File: config.mk
export PLATFORM = sky130hd
export DESIGN_NAME = count4_up_sync
export DESIGN_NICKNAME = d
export VERILOG_FILES = /design/src/rtl/count4_up_sync.sv
export SDC_FILE = /design/constraint.sdc
export NUM_CORES = 1
export LEC_CHECK = 0
export CORE_AREA = 3 3 40 42
export CTS_CLUSTER_DIAMETER = 200
export DETAILED_ROUTE_END_ITERATION = 7
export DIE_AREA = 0 0 43 45
export DONT_BUFFER_PORTS = 1
export HOLD_SLACK_MARGIN = 0.02
export SLEW_MARGIN = 5
export SYNTH_ARGS = -nofsm -noshare
export SYNTH_HDL_FRONTEND = slang
export SYNTH_SLANG_ARGS = --single-unit
File: constraint.sdc
create_clock -name clk -period 1.1 [get_ports clk]
set_input_delay 0.22 -clock clk [delete_from_list [all_inputs] [get_ports clk]]
set_output_delay 0.22 -clock clk [all_outputs]
set_load 0.02 [all_outputs]
File: src/rtl/count4_up_sync.sv
// count4_up_sync: synchronous up counter with enable, parallel load,
// programmable modulus and a combinational terminal-count carry for cascading.
module count4_up_sync #(
  parameter int unsigned WIDTH   = 4,
  parameter int unsigned MODULUS = 16
) (
  input  logic             clk,
  input  logic             reset,
  input  logic             en,
  input  logic             load,
  input  logic [WIDTH-1:0] d,
  output logic [WIDTH-1:0] q,
  output logic             tc,
  output logic             wrap
);

  // One extra bit so MODULUS == 2^WIDTH is representable in compares.
  localparam int unsigned     CW      = WIDTH + 1;
  localparam logic [CW-1:0]   MOD_EXT = CW'(MODULUS);
  localparam logic [WIDTH-1:0] TERM   = WIDTH'(MODULUS - 1);

  logic [WIDTH-1:0] toggle;
  logic             at_term;
  logic             out_of_range;
  logic             d_in_range;

  // AND-chain toggle enables: bit i flips when en and all lower bits are 1.
  always_comb begin
    toggle[0] = en;
    for (int i = 1; i < int'(WIDTH); i++) begin
      toggle[i] = toggle[i-1] & q[i-1];
    end
  end

  // Range qualifiers for the wrap point, upset recovery and load clamping.
  always_comb begin
    at_term      = (q == TERM);
    out_of_range = ({1'b0, q} >= MOD_EXT);
    d_in_range   = ({1'b0, d} < MOD_EXT);
  end

  // Carry-out is same-cycle so a cascaded stage advances on the wrapping edge.
  assign tc = at_term & en;

  // Count state and wrap pulse; priority reset > load > en > hold.
  always_ff @(posedge clk) begin
    if (reset) begin
      q    <= '0;
      wrap <= 1'b0;
    end else if (load) begin
      q    <= d_in_range ? d : '0;
      wrap <= 1'b0;
    end else if (en) begin
      q    <= (at_term | out_of_range) ? '0 : (q ^ toggle);
      wrap <= at_term;
    end else begin
      wrap <= 1'b0;
    end
  end

endmodule
[Word-level counts from Yosys, hierarchy flattened]
Index checks and enable logic that the tools add are counted.
Storage, ports and cells
  register bits after elaboration: 5
  memories: 0
  logic and storage cells: 14
  bits in latches: 0
  bits of input ports: 8
  memory bits (read-only): 0
  output and inout port bits: 6
  bits in writable memories: 0
Cells by class
  bitwise operators: 6
  magnitude comparators: 0
  add/sub/neg operators: 0
  divide/modulo/power cells: 0
  shifts and indexed selects: 0
  multiply operators: 0
  reductions and logical operators: 2
  multiplexer cells: 3
  eq/ne operators: 1
Operators by type and width (count)
  4-bit two-way mux: 3
  1-bit AND: 4
  4-bit equality test, second input constant: 1
  4-bit bitwise XOR: 1
  3-bit OR reduction: 1
  2-bit nonzero test: 1
  1-bit NOT: 1

[Longest topological paths before layout]
Gate-level depths: netlist (run 1).
  word-level depth: 7
  mapped depth: 6
  depth with buffers taken out: 6

[Worst setup path after synthesis (run 1)]
No wires, ideal clock.
  path type: reg2reg
  start: register q[0]
  end: register q[3]
  path slack: -0.239 ns
  cell stages (with the launch flop): 7
  library setup time: 0.070 ns
  arrival: 1.269 ns
  clock period less this slack: 1.339 ns
  buffers on the path: 0
  required time: 1.030 ns
  cells stage by stage: dfxtp_1 > ha_1 > ha_1 > ha_1 > xor2_1 > nand3_1 > a21oi_1
Between the ends
  cells in the longest elaborated chain, start to end: 7
  elaborated cells between the ends (all ways): 8
  those cells by class: eq/ne (1); mux (3); bitwise (4)
RTL lines
  start: declaration: RTL line 12  | output logic [WIDTH-1:0] q,
  start signal: assignment: RTL line 51  | q <= d_in_range ? d : '0;
  start signal: assignment: RTL line 54  | q <= (at_term | out_of_range) ? '0 : (q ^ toggle);
  1-bit AND (3 in series): RTL line 31  | toggle[i] = toggle[i-1] & q[i-1];
  4-bit bitwise XOR: RTL line 54
  4-bit two-way mux *: RTL line 54
  4-bit two-way mux *: RTL line 53  | end else if (en) begin
  4-bit two-way mux *: RTL line 50  | end else if (load) begin
Every way passes the cells marked *; elsewhere a longest branch is shown, timed or not. The select of a mux whose other input is x is not followed.
A chain may end at the register's enable or synchronous reset.

[Worst setup path in the final report (run 1)]
  start: register q[0]
  end: output tc
Between the ends
  cells in the longest elaborated chain, start to end: 2
RTL lines
  4-bit equality test: RTL line 37  | at_term = (q == TERM);
  1-bit AND: RTL line 43  | assign tc = at_term & en;
  end: declaration: RTL line 13  | output logic tc,
No other way between the ends.

==> results by group, run 1 <==
Run status
  – Result of the run: finished, violations left
  – Violated checks: negative setup slack

Critical path
  – FF-to-FF End: q[3]$_SDFFE_PP0P_
  – CP Launch Point: q[0]$_SDFFE_PP0P_
  – Startpoint of the lowest-slack register-to-register path: q[0]$_SDFFE_PP0P_
  – Critical path capture point type: output pin
  – Required time of the critical path: 880 ps
  – Worst path bufs/invs: 1
  – Worst reg-to-reg path cell count: 6
  – Slowest stage cell on the critical path: sky130_fd_sc_hd__dfxtp_4
  – Critical path start-end classification: reg2out
  – Worst setup SP type: flop
  – Kind of cell adding the most delay to the critical path: flip-flops
  – Data arrival, critical path: 990 ps
  – Critical-path cell list: buf_6 -> nand4_4 -> nor2_4
  – Slowest stage delay, CP: approximately 350 ps
  – Destination of the critical timing path: tc
  – Critical-path maximum fanout: 3
  – Total number of cells along the worst setup path: 3
  – Register-to-register setup slack: -100 ps

Timing
  – Fmax: 0.825 GHz
  – Final critical-path required period: ~1200 ps
  – Slew Limit Headroom: a little under nine tenths
  – Setup skew after layout: around 0.79 ps
  – Setup repair after global routing missed its margin: yes
  – Final Hold Fails: 0
  – Slack of the critical path: -112 ps
  – Transition time of the tightest slew-check pin: around 210 ps
  – Hold Worst Slack: approximately 33 ps
  – Sum Neg Setup Slack: -245 ps
  – Setup violations, final: 3
  – Fin. max-slew vios: 0
  – Final Cycle Share: 110%

Placement
  – Half-perimeter wire length after detailed placement: 588 um
  – I/O Buffers: 0
  – Post-Place Worst Slack: -96.0 ps
  – RePlAce Congestion: between 0.6 and 0.7

Die
  – Boundary Pins: 14
  – Height of the die: 45 um
  – Row count: 13
  – Full die area: between 1500 and 2000 sq um
  – Area of the placeable core: around 1300 sq um
  – Die width: 43 um
  – Effective utilization at floorplan: between 20 and 25%

Synth
  – Count of distinct cell types in the synthesized netlist: 12
  – Post-Syn Instances: 31
  – Per-instance average area after synthesis: around 9.3 sq um
  – Net count after synthesis: 42
  – Post-synthesis sequential area ratio: between 30% and 40%
  – #FFs+latches synth: 5
  – Synth warn: 0
  – Post-synthesis cell area: ~290 sq um

Clock network
  – Clock tree from TritonCTS: done
  – Clock transition at the registers of the reported paths: ~40 ps
  – Skew-Pair Late Insertion Delay: ~240 ps
  – Buffer depth of the longest clock path: 2
  – H-tree depth: 1
  – Clock tree root driver cell: sky130_fd_sc_hd__clkbuf_4
  – Number of CTS-inserted buffers: 3
  – Clock sink count: 5
  – Number of buffers added for setup after CTS: 0

Route
  – Total number of vias: 261
  – Aggregate routed wire length: 772 um
  – Number of violations reported at the end of detailed-routing iteration 0: 6
  – Avg Vias per Cell: approximately 4.7
  – Number of remaining DRC errors: 0
  – DR pass1 iterations: 3
  – Average wire length per cell after detail routing: around 14 um
  – Final antenna-violating net count: 0

Global route
  – First-pass GRT wire length: around 1300 um
  – Initial antenna violation count: 0
  – Gr ovfl total: 0
  – Pin count of the biggest net entering global routing: 11
  – Number of global-route vias before repair: 262
  – GR Util All Layers: approximately a tenth

Final layout
  – Fraction of layout cells with a size suffix above 1: around half
  – Share of the core filled with cells in the final layout: 34.5%
  – Area growth, synth to finish: 53.9%
  – Number of nets in the layout: between 50 and 60
  – # diodes: 0

Power
  – Total power density per cell area: 1120 nW/um^2
  – Max IR drop VDD: roughly 330 uV
  – Static leakage power: ~0.16 nW
  – Final Total Pwr: approximately 0.50 mW

Min path
  – Class of the tightest hold or removal check: in2reg

Run
  – Max capacitance violation total: 0
==> metrics by stage <==
stage | area, sq um | std cells
after CTS | 428 | 54
after global placement | 379 | 50
final | 443 | 55
after global routing | 443 | 55
after detailed placement | 379 | 50
after floorplan | 334 | 31
==> worst reg2reg max path: cells and delay by family (launching register included) <==
family / cells / cell delay [ps]
flip-flops: 1 / 350
AO/OA/AOI/OAI: 1 / 120
AND/OR/NAND/NOR: 1 / 90
XOR/XNOR: 1 / 120
adder cells (fa/ha/maj): 3 / 450
==> cell type report <==
type	instances	area, sq um
multi-input cells	24	235
well taps	15	18.8
fillers	132	842
repair buffers	6	51.3
flip-flops and latches	5	108
clock buffers	4	26.3
inverters	1	3.75
==> worst min path at each step <==
stage	slack (ps)	depth (start not counted)	endpoint	start
after CTS	20	1	q[0]$_SDFFE_PP0P_	reset
after global routing	20	1	q[3]$_SDFFE_PP0P_	reset
after detailed placement	280	1	q[0]$_SDFFE_PP0P_	reset
after floorplan	280	1	q[0]$_SDFFE_PP0P_	reset
after global placement	280	1	q[0]$_SDFFE_PP0P_	reset
final	30	1	q[1]$_SDFFE_PP0P_	reset
==> layer usage <==
layer  up-vias  wire length (um)  share of wire, %  GRT usage [%]
met4         0                34               4.4           9.04
li1        133                 -                 -              -
met5         -                 0                 0              0
met1       111               329                43           12.0
met2        12               326                42           11.7
met3         5                82                11           3.98
==> cells by family after synthesis <==
| kind of cell | share of synthesized area [%] |
|---|---|
| AND/OR/NAND/NOR | 30.0 |
| AO/OA/AOI/OAI | 13.9 |
| flip-flops | 34.8 |
| adder cells (fa/ha/maj) | 13.0 |
| buffers and inverters | 5.22 |
| XOR/XNOR | 3.04 |
==> cells in the mapped netlist <==
master                    n  area [sq um]
sky130_fd_sc_hd__a21oi_1  8          40.0
sky130_fd_sc_hd__dfxtp_1  5           100
sky130_fd_sc_hd__nand3_1  4          20.0
sky130_fd_sc_hd__nor3b_1  4          30.0
sky130_fd_sc_hd__ha_1     3          37.5
sky130_fd_sc_hd__buf_6    1          11.3
sky130_fd_sc_hd__inv_1    1          3.75
sky130_fd_sc_hd__nand4_2  1          12.5
sky130_fd_sc_hd__nor2_1   1          3.75
sky130_fd_sc_hd__nor2b_4  1          13.8
sky130_fd_sc_hd__nor4_1   1          6.26
sky130_fd_sc_hd__xor2_1   1          8.76
==> flip-flops by register name, summed over array words and instances (netlist names) <==
| register | cells |
|---|---|
| q | 4 |
| wrap | 1 |
==> power breakdown <==
group / internal, mW / switching [mW]
clock network: 0.137 / 0.0781
registers: 0.192 / 0.0151
logic: 0.0398 / 0.0353
total: 0.369 / 0.128
==> cells in the final DEF, fill, tap and decap left out, types with 3 or more instances in the layout <==
cell type and instances:
sky130_fd_sc_hd__a21oi_1 7, sky130_fd_sc_hd__buf_4 4, sky130_fd_sc_hd__clkbuf_4 3, sky130_fd_sc_hd__dfxtp_2 3, sky130_fd_sc_hd__ha_4 3, sky130_fd_sc_hd__nand3_1 3
sky130_fd_sc_hd__nor3b_1 4
==> timing repair <==
action                                  4_1_cts  5_1_grt
endpoints found under the hold margin         0        2
gates resized for setup                       4        2
hold buffers                                  0        1
pin swaps                                     4        3
endpoints found under the setup margin        3        4
Note: power is estimated with default switching activity, not from simulation.
==> inputs of run 2 (changes only) <==
--- a/config.mk
+++ b/config.mk
@@ -5,11 +5,11 @@
 export SDC_FILE = /design/constraint.sdc
 export NUM_CORES = 1
 export LEC_CHECK = 0
+export BUFFER_PORTS_ARGS = -buffer_cell sky130_fd_sc_hd__clkbuf_2
 export CORE_AREA = 3 3 40 42
 export CTS_CLUSTER_DIAMETER = 200
 export DETAILED_ROUTE_END_ITERATION = 7
 export DIE_AREA = 0 0 43 45
-export DONT_BUFFER_PORTS = 1
 export HOLD_SLACK_MARGIN = 0.02
 export SLEW_MARGIN = 5
 export SYNTH_ARGS = -nofsm -noshare
==> results by group, run 2 (synthesized netlist as in run 1, its figures left out) <==
Route
  – Average wire length per cell after detail routing: 11.9 um (-15%)
  – Number of remaining DRC errors: 0 (unchanged)
  – Avg Vias per Cell: 4.77 (+0.57%)
  – Aggregate routed wire length: 785 um (+1.7%)
  – Total number of vias: 315 (+21%)
  – DR pass1 iterations: 1 (-2)
  – Final antenna-violating net count: 0 (unchanged)
  – Number of violations reported at the end of detailed-routing iteration 0: 0 (-6)

Critical path
  – Worst setup SP type: flop
  – Kind of cell adding the most delay to the critical path: flip-flops
  – Critical-path cell list: buf_6 -> nand4_4 -> nor2_4 -> buf_8
  – Total number of cells along the worst setup path: 4 (+1)
  – Required time of the critical path: 880 ps (about the same)
  – Critical path capture point type: output pin
  – Critical path start-end classification: reg2out
  – Critical-path maximum fanout: 2 (-1)
  – Worst path bufs/invs: 2 (+1)
  – Data arrival, critical path: 1010 ps (+20 ps)
  – Register-to-register setup slack: -100 ps (about the same)
  – Slowest stage delay, CP: 350 ps (about the same)
  – Slowest stage cell on the critical path: sky130_fd_sc_hd__dfxtp_4
  – Worst reg-to-reg path cell count: 6 (unchanged)

Die
  – Die width: 43 um (unchanged)
  – Full die area: 1940 sq um (unchanged)
  – Row count: 13 (unchanged)
  – Height of the die: 45 um (unchanged)
  – Area of the placeable core: 1280 sq um (unchanged)
  – Effective utilization at floorplan: 22.4% (unchanged)
  – Boundary Pins: 14 (unchanged)

Global route
  – Initial antenna violation count: 0 (unchanged)
  – First-pass GRT wire length: 1320 um (+3.2%)
  – Number of global-route vias before repair: 299 (+14%)
  – GR Util All Layers: 9.51% (+0.016 points)
  – Pin count of the biggest net entering global routing: 11 (unchanged)
  – Gr ovfl total: 0 (unchanged)

Placement
  – Post-Place Worst Slack: -96.5 ps (-0.412 ps)
  – I/O Buffers: 13 (+13)
  – RePlAce Congestion: 0.736 (+5.9%)

Timing
  – Final Hold Fails: 0 (unchanged)
  – Fmax: 0.814 GHz (-1.3%)
  – Setup repair after global routing missed its margin: yes
  – Final critical-path required period: 1230 ps (+16.1 ps)
  – Slew Limit Headroom: 84.4% (-1.8 points)
  – Transition time of the tightest slew-check pin: 235 ps (+26.6 ps)
  – Fin. max-slew vios: 0 (unchanged)
  – Final Cycle Share: 112% (+1.5 points)
  – Slack of the critical path: -128 ps (-16.1 ps)
  – Setup skew after layout: 4.47 ps (+3.68 ps)
  – Setup violations, final: 4 (+1)

Final layout
  – Number of nets in the layout: 63 (+21%)
  – Registers with the most flip-flops: q: 4 flops, wrap: 1 flops
  – Commonest non-fill, non-tap cell in the layout: sky130_fd_sc_hd__clkbuf_2
  – # diodes: 0 (unchanged)
  – Filler Cell Count: 129 (-2.3%)
  – Number of flip-flops in the largest register: 4 (unchanged)
  – Most flops, register: q
  – Fraction of layout cells with a size suffix above 1: 62.7% (+13 points)
  – Area growth, synth to finish: 77.4%
  – Most frequent cells in the layout: sky130_fd_sc_hd__clkbuf_2 (11), sky130_fd_sc_hd__a21oi_1 (7), sky130_fd_sc_hd__nor3b_1 (4)

Run
  – Max capacitance violation total: 0 (unchanged)

Power
  – Final Total Pwr: 0.533 mW (+7.0%)
  – Max IR drop VDD: 548 uV (+65%)
  – Static leakage power: 0.216 nW (+32%)
  – Total power density per cell area: 1040 nW/um^2 (-7.1%)

Run status
  – Violated checks: negative setup slack
  – Result of the run: finished, violations left

Clock network
  – Count of hold-fix buffers inserted at cts: 0 (unchanged)
  – Skew-Pair Late Insertion Delay: 240 ps (about the same)
  – Clock tree root driver cell: sky130_fd_sc_hd__clkbuf_4
  – Number of CTS-inserted buffers: 3 (unchanged)
  – H-tree depth: 1 (unchanged)
  – Clock sink count: 5 (unchanged)
  – Clock tree from TritonCTS: done
  – Buffer depth of the longest clock path: 2 (unchanged)
  – Clock transition at the registers of the reported paths: 50 ps (about the same)

Min path
  – Class of the tightest hold or removal check: in2reg
  – Number of cells on the worst hold path: 2 (+1)
run 2: cell count changes in the layout (fill, tap and decap cells not counted), sizes merged:
cell / before / now
buf: 5 / 6
dlygate4sd3: 1 / 0
clkbuf: 4 / 15
run 2: area by class of cell:
class / instances / area [sq um] / share of cell area (%)
flip-flops and latches: 5 / 108 / 21.1
well taps: 15 / 18.8 / 3.68
repair buffers: 17 / 119 / 23.3
clock buffers: 4 / 26.3 / 5.15
multi-input cells: 24 / 235 / 46.1
inverters: 1 / 3.75 / 0.735
run 2: worst paths after layout:
| kind | from | end |
|---|---|---|
| hold reg to reg | q[3]$_SDFFE_PP0P_ | q[3]$_SDFFE_PP0P_ |
| setup / recovery | q[0]$_SDFFE_PP0P_ | tc |
| setup reg to reg | q[0]$_SDFFE_PP0P_ | q[3]$_SDFFE_PP0P_ |
| hold / removal | reset | q[2]$_SDFFE_PP0P_ |
run 2: what timing repair did:
item	4_1_cts	5_1_grt
gates resized for setup	8	4
buffers inserted	1	0
setup endpoints to repair	4	5
pin swaps	4	6
run 2: metal layers:
layer	routed length (um)	global-route usage, %
met1	339	12.1
met2	362	13.2
met3	83	6.77
met4	0	1.81
met5	0	0
run 2: power by group:
group / leakage [nW] / total (mW) / switching (mW) / internal, mW
sequential: 0.0428 / 0.207 / 0.0149 / 0.192
clock: 0.0150 / 0.218 / 0.0805 / 0.138
combinational: 0.158 / 0.108 / 0.0533 / 0.0546
run 2: through the flow:
stage          utilization, %  area (sq um)  TNS (ps)  instances  hold slack [ps]
6_report                 39.7           510      -354         66              208
5_1_grt                  39.7           510      -576         66              203
4_1_cts                  38.9           499      -451         66              205
3_5_place_dp             33.4           429      -138         61              464
3_3_place_gp             33.4           429      -108         61              461
2_1_floorplan               -           334      -175         31              279
run 2: worst reg2reg max path, stage by stage, from the launching register on:
cell                      delay, ps
sky130_fd_sc_hd__dfxtp_4        350
sky130_fd_sc_hd__ha_4           160
sky130_fd_sc_hd__ha_4           150
sky130_fd_sc_hd__ha_4           150
sky130_fd_sc_hd__xor2_1         120
sky130_fd_sc_hd__nand3_1        100
sky130_fd_sc_hd__a21oi_1        110
==> inputs of run 3 (changes only) <==
==> constraint.sdc (replaced) <==
create_clock -name clk -period 1.6 [get_ports clk]
set_input_delay 0.32 -clock clk [delete_from_list [all_inputs] [get_ports clk]]
set_output_delay 0.32 -clock clk [all_outputs]
set_load 0.02 [all_outputs]
==> results by group, run 3 (synthesized netlist as in run 1, its figures left out) <==
Final layout
  – # diodes: 0 (unchanged)
  – Sequential Area: 100 sq um (-7.0%)
  – Number of nets in the layout: 59 (-6.3%)
  – Finished layout cell area: 387 sq um (-24%)
  – Number of flip-flops in the largest register: 4 (unchanged)
  – Commonest non-fill, non-tap cell in the layout: sky130_fd_sc_hd__clkbuf_2
  – Most frequent cells in the layout: sky130_fd_sc_hd__clkbuf_2 (13), sky130_fd_sc_hd__a21oi_1 (8), sky130_fd_sc_hd__dfxtp_1 (5)
  – Most flops, register: q
  – Filler Cell Count: 145 (+12%)
  – Multi-input logic area: 173 sq um (-27%)
  – Registers with the most flip-flops: q: 4 flops, wrap: 1 flops
  – Fraction of layout cells with a size suffix above 1: 38.3% (-24 points)
  – Area growth, synth to finish: 34.3%

Die
  – Row count: 13 (unchanged)
  – Effective utilization at floorplan: 22.4% (unchanged)
  – Boundary Pins: 14 (unchanged)
  – Die width: 43 um (unchanged)
  – Full die area: 1940 sq um (unchanged)
  – Height of the die: 45 um (unchanged)
  – Area of the placeable core: 1280 sq um (unchanged)

Power
  – Final Total Pwr: 0.340 mW (-36%)
  – Static leakage power: 0.191 nW (-11%)
  – Total power density per cell area: 879 nW/um^2 (-16%)
  – Max IR drop VDD: 283 uV (-48%)

Run
  – Max capacitance violation total: 0 (unchanged)

Critical path
  – Critical-path maximum fanout: 6 (+4)
  – Data arrival, critical path: 1140 ps (+130 ps)
  – Required time of the critical path: 1280 ps (+400 ps)
  – Slowest stage delay, CP: 390 ps (+40 ps)
  – Slowest stage cell on the critical path: sky130_fd_sc_hd__dfxtp_1
  – Critical path start-end classification: reg2out
  – Critical path capture point type: output pin
  – Worst setup SP type: flop
  – Critical-path cell list: nand4_2 -> nor2_1 -> clkbuf_2
  – Worst path bufs/invs: 1 (-1)
  – Kind of cell adding the most delay to the critical path: flip-flops

Timing
  – Slew Limit Headroom: 84.5% (+0.16 points)
  – Slack of the critical path: 143 ps (+271 ps)
  – Sum Neg Setup Slack: 0 ps (+354 ps)
  – Final Cycle Share: between 90 and 100%
  – Hold Worst Slack: 308 ps (+100 ps)
  – Setup skew after layout: 2.31 ps (-2.16 ps)
  – Fin. max-slew vios: 0 (unchanged)
  – Transition time of the tightest slew-check pin: 232 ps (-2.33 ps)
  – Setup repair after global routing missed its margin: no
  – Final critical-path required period: 1460 ps
  – Setup violations, final: 0 (-4)
  – Final Hold Fails: 0 (unchanged)
  – Fmax: between 0.6 and 0.7 GHz

Clock network
  – Clock tree from TritonCTS: done
  – Count of hold-fix buffers inserted at cts: 0 (unchanged)
  – Clock tree root driver cell: sky130_fd_sc_hd__clkbuf_4
  – Number of buffers added for setup after CTS: 0 (-1)
  – Post_cts resized: 0 (-8)
  – Buffer depth of the longest clock path: 2 (unchanged)
  – Clock sink count: 5 (unchanged)
  – Skew-Pair Late Insertion Delay: 240 ps (about the same)
  – Clock transition at the registers of the reported paths: 50 ps (about the same)
  – H-tree depth: 1 (unchanged)
  – Number of CTS-inserted buffers: 3 (unchanged)

Run status
  – Result of the run: finished clean

Min path
  – Class of the tightest hold or removal check: in2reg

Route
  – Number of violations reported at the end of detailed-routing iteration 0: 2 (+2)
  – Number of remaining DRC errors: 0 (unchanged)
  – Average wire length per cell after detail routing: 10.9 um (-8.6%)
  – DR pass1 iterations: 2 (+1)
  – Total number of vias: 285 (-9.5%)
  – Final antenna-violating net count: 0 (unchanged)
  – Avg Vias per Cell: 4.60 (-3.7%)
  – Aggregate routed wire length: 674 um (-14%)

Placement
  – Post-Place Worst Slack: 137 ps (+233 ps)
  – RePlAce Congestion: 0.687 (-6.6%)
  – Cell area after placement: 360 sq um (-16%)
  – Half-perimeter wire length after detailed placement: between 500 and 600 um
  – I/O Buffers: 13 (unchanged)

Global route
  – Initial antenna violation count: 0 (unchanged)
  – GR Util All Layers: 8.85% (-0.66 points)
  – Number of global-route vias before repair: 284 (-5.0%)
  – First-pass GRT wire length: 1190 um (-9.9%)
  – Gr ovfl total: 0 (unchanged)
  – Pin count of the biggest net entering global routing: 11 (unchanged)
[run 3: report_power, final]
group          switching [mW]  total, mW  internal (mW)
logic                  0.0290     0.0514         0.0224
registers             0.00753      0.139          0.131
clock network          0.0548      0.149         0.0945
total                  0.0912      0.340          0.248
[run 3: metrics by stage]
step	cells	util, %
4_1_cts	62	30.1
2_1_floorplan	31	-
5_1_grt	62	30.1
3_3_place_gp	58	28.0
6_report	62	30.1
3_5_place_dp	58	28.0
[run 3: worst reg2reg max path, stage by stage, from the launching register on]
cell and delay, ps:
sky130_fd_sc_hd__dfxtp_1 340, sky130_fd_sc_hd__ha_1 190, sky130_fd_sc_hd__ha_1 180, sky130_fd_sc_hd__ha_1 180
sky130_fd_sc_hd__xor2_1 120, sky130_fd_sc_hd__nand3_1 80, sky130_fd_sc_hd__a21oi_1 130
[run 3: worst paths after layout]
kind	start	endpoint	slack, ps	depth (start not counted)
max	q[1]$_SDFFE_PP0P_	tc	140	3
min	reset	q[3]$_SDFFE_PP0P_	310	2
max reg2reg	q[0]$_SDFFE_PP0P_	q[3]$_SDFFE_PP0P_	310	6
min reg2reg	q[3]$_SDFFE_PP0P_	wrap$_SDFF_PP0_	580	2
[run 3: layout make-up]
cell class / instances / share of cell area (%)
Sequential cell: 5 / 25.9
Clock buffer: 4 / 6.80
Inverter: 1 / 0.971
Tap cell: 15 / 4.85
Timing Repair Buffer: 13 / 16.8
Multi-Input combinational cell: 24 / 44.7
[run 3: layer usage]
metal / up-vias / part of all wire, % / track usage, %
met4: 0 / 1.3 / 9.04
met5: - / 0 / 0
met1: 127 / 45 / 9.95
met3: 2 / 8.0 / 4.38
li1: 145 / - / -
met2: 11 / 45 / 11.7
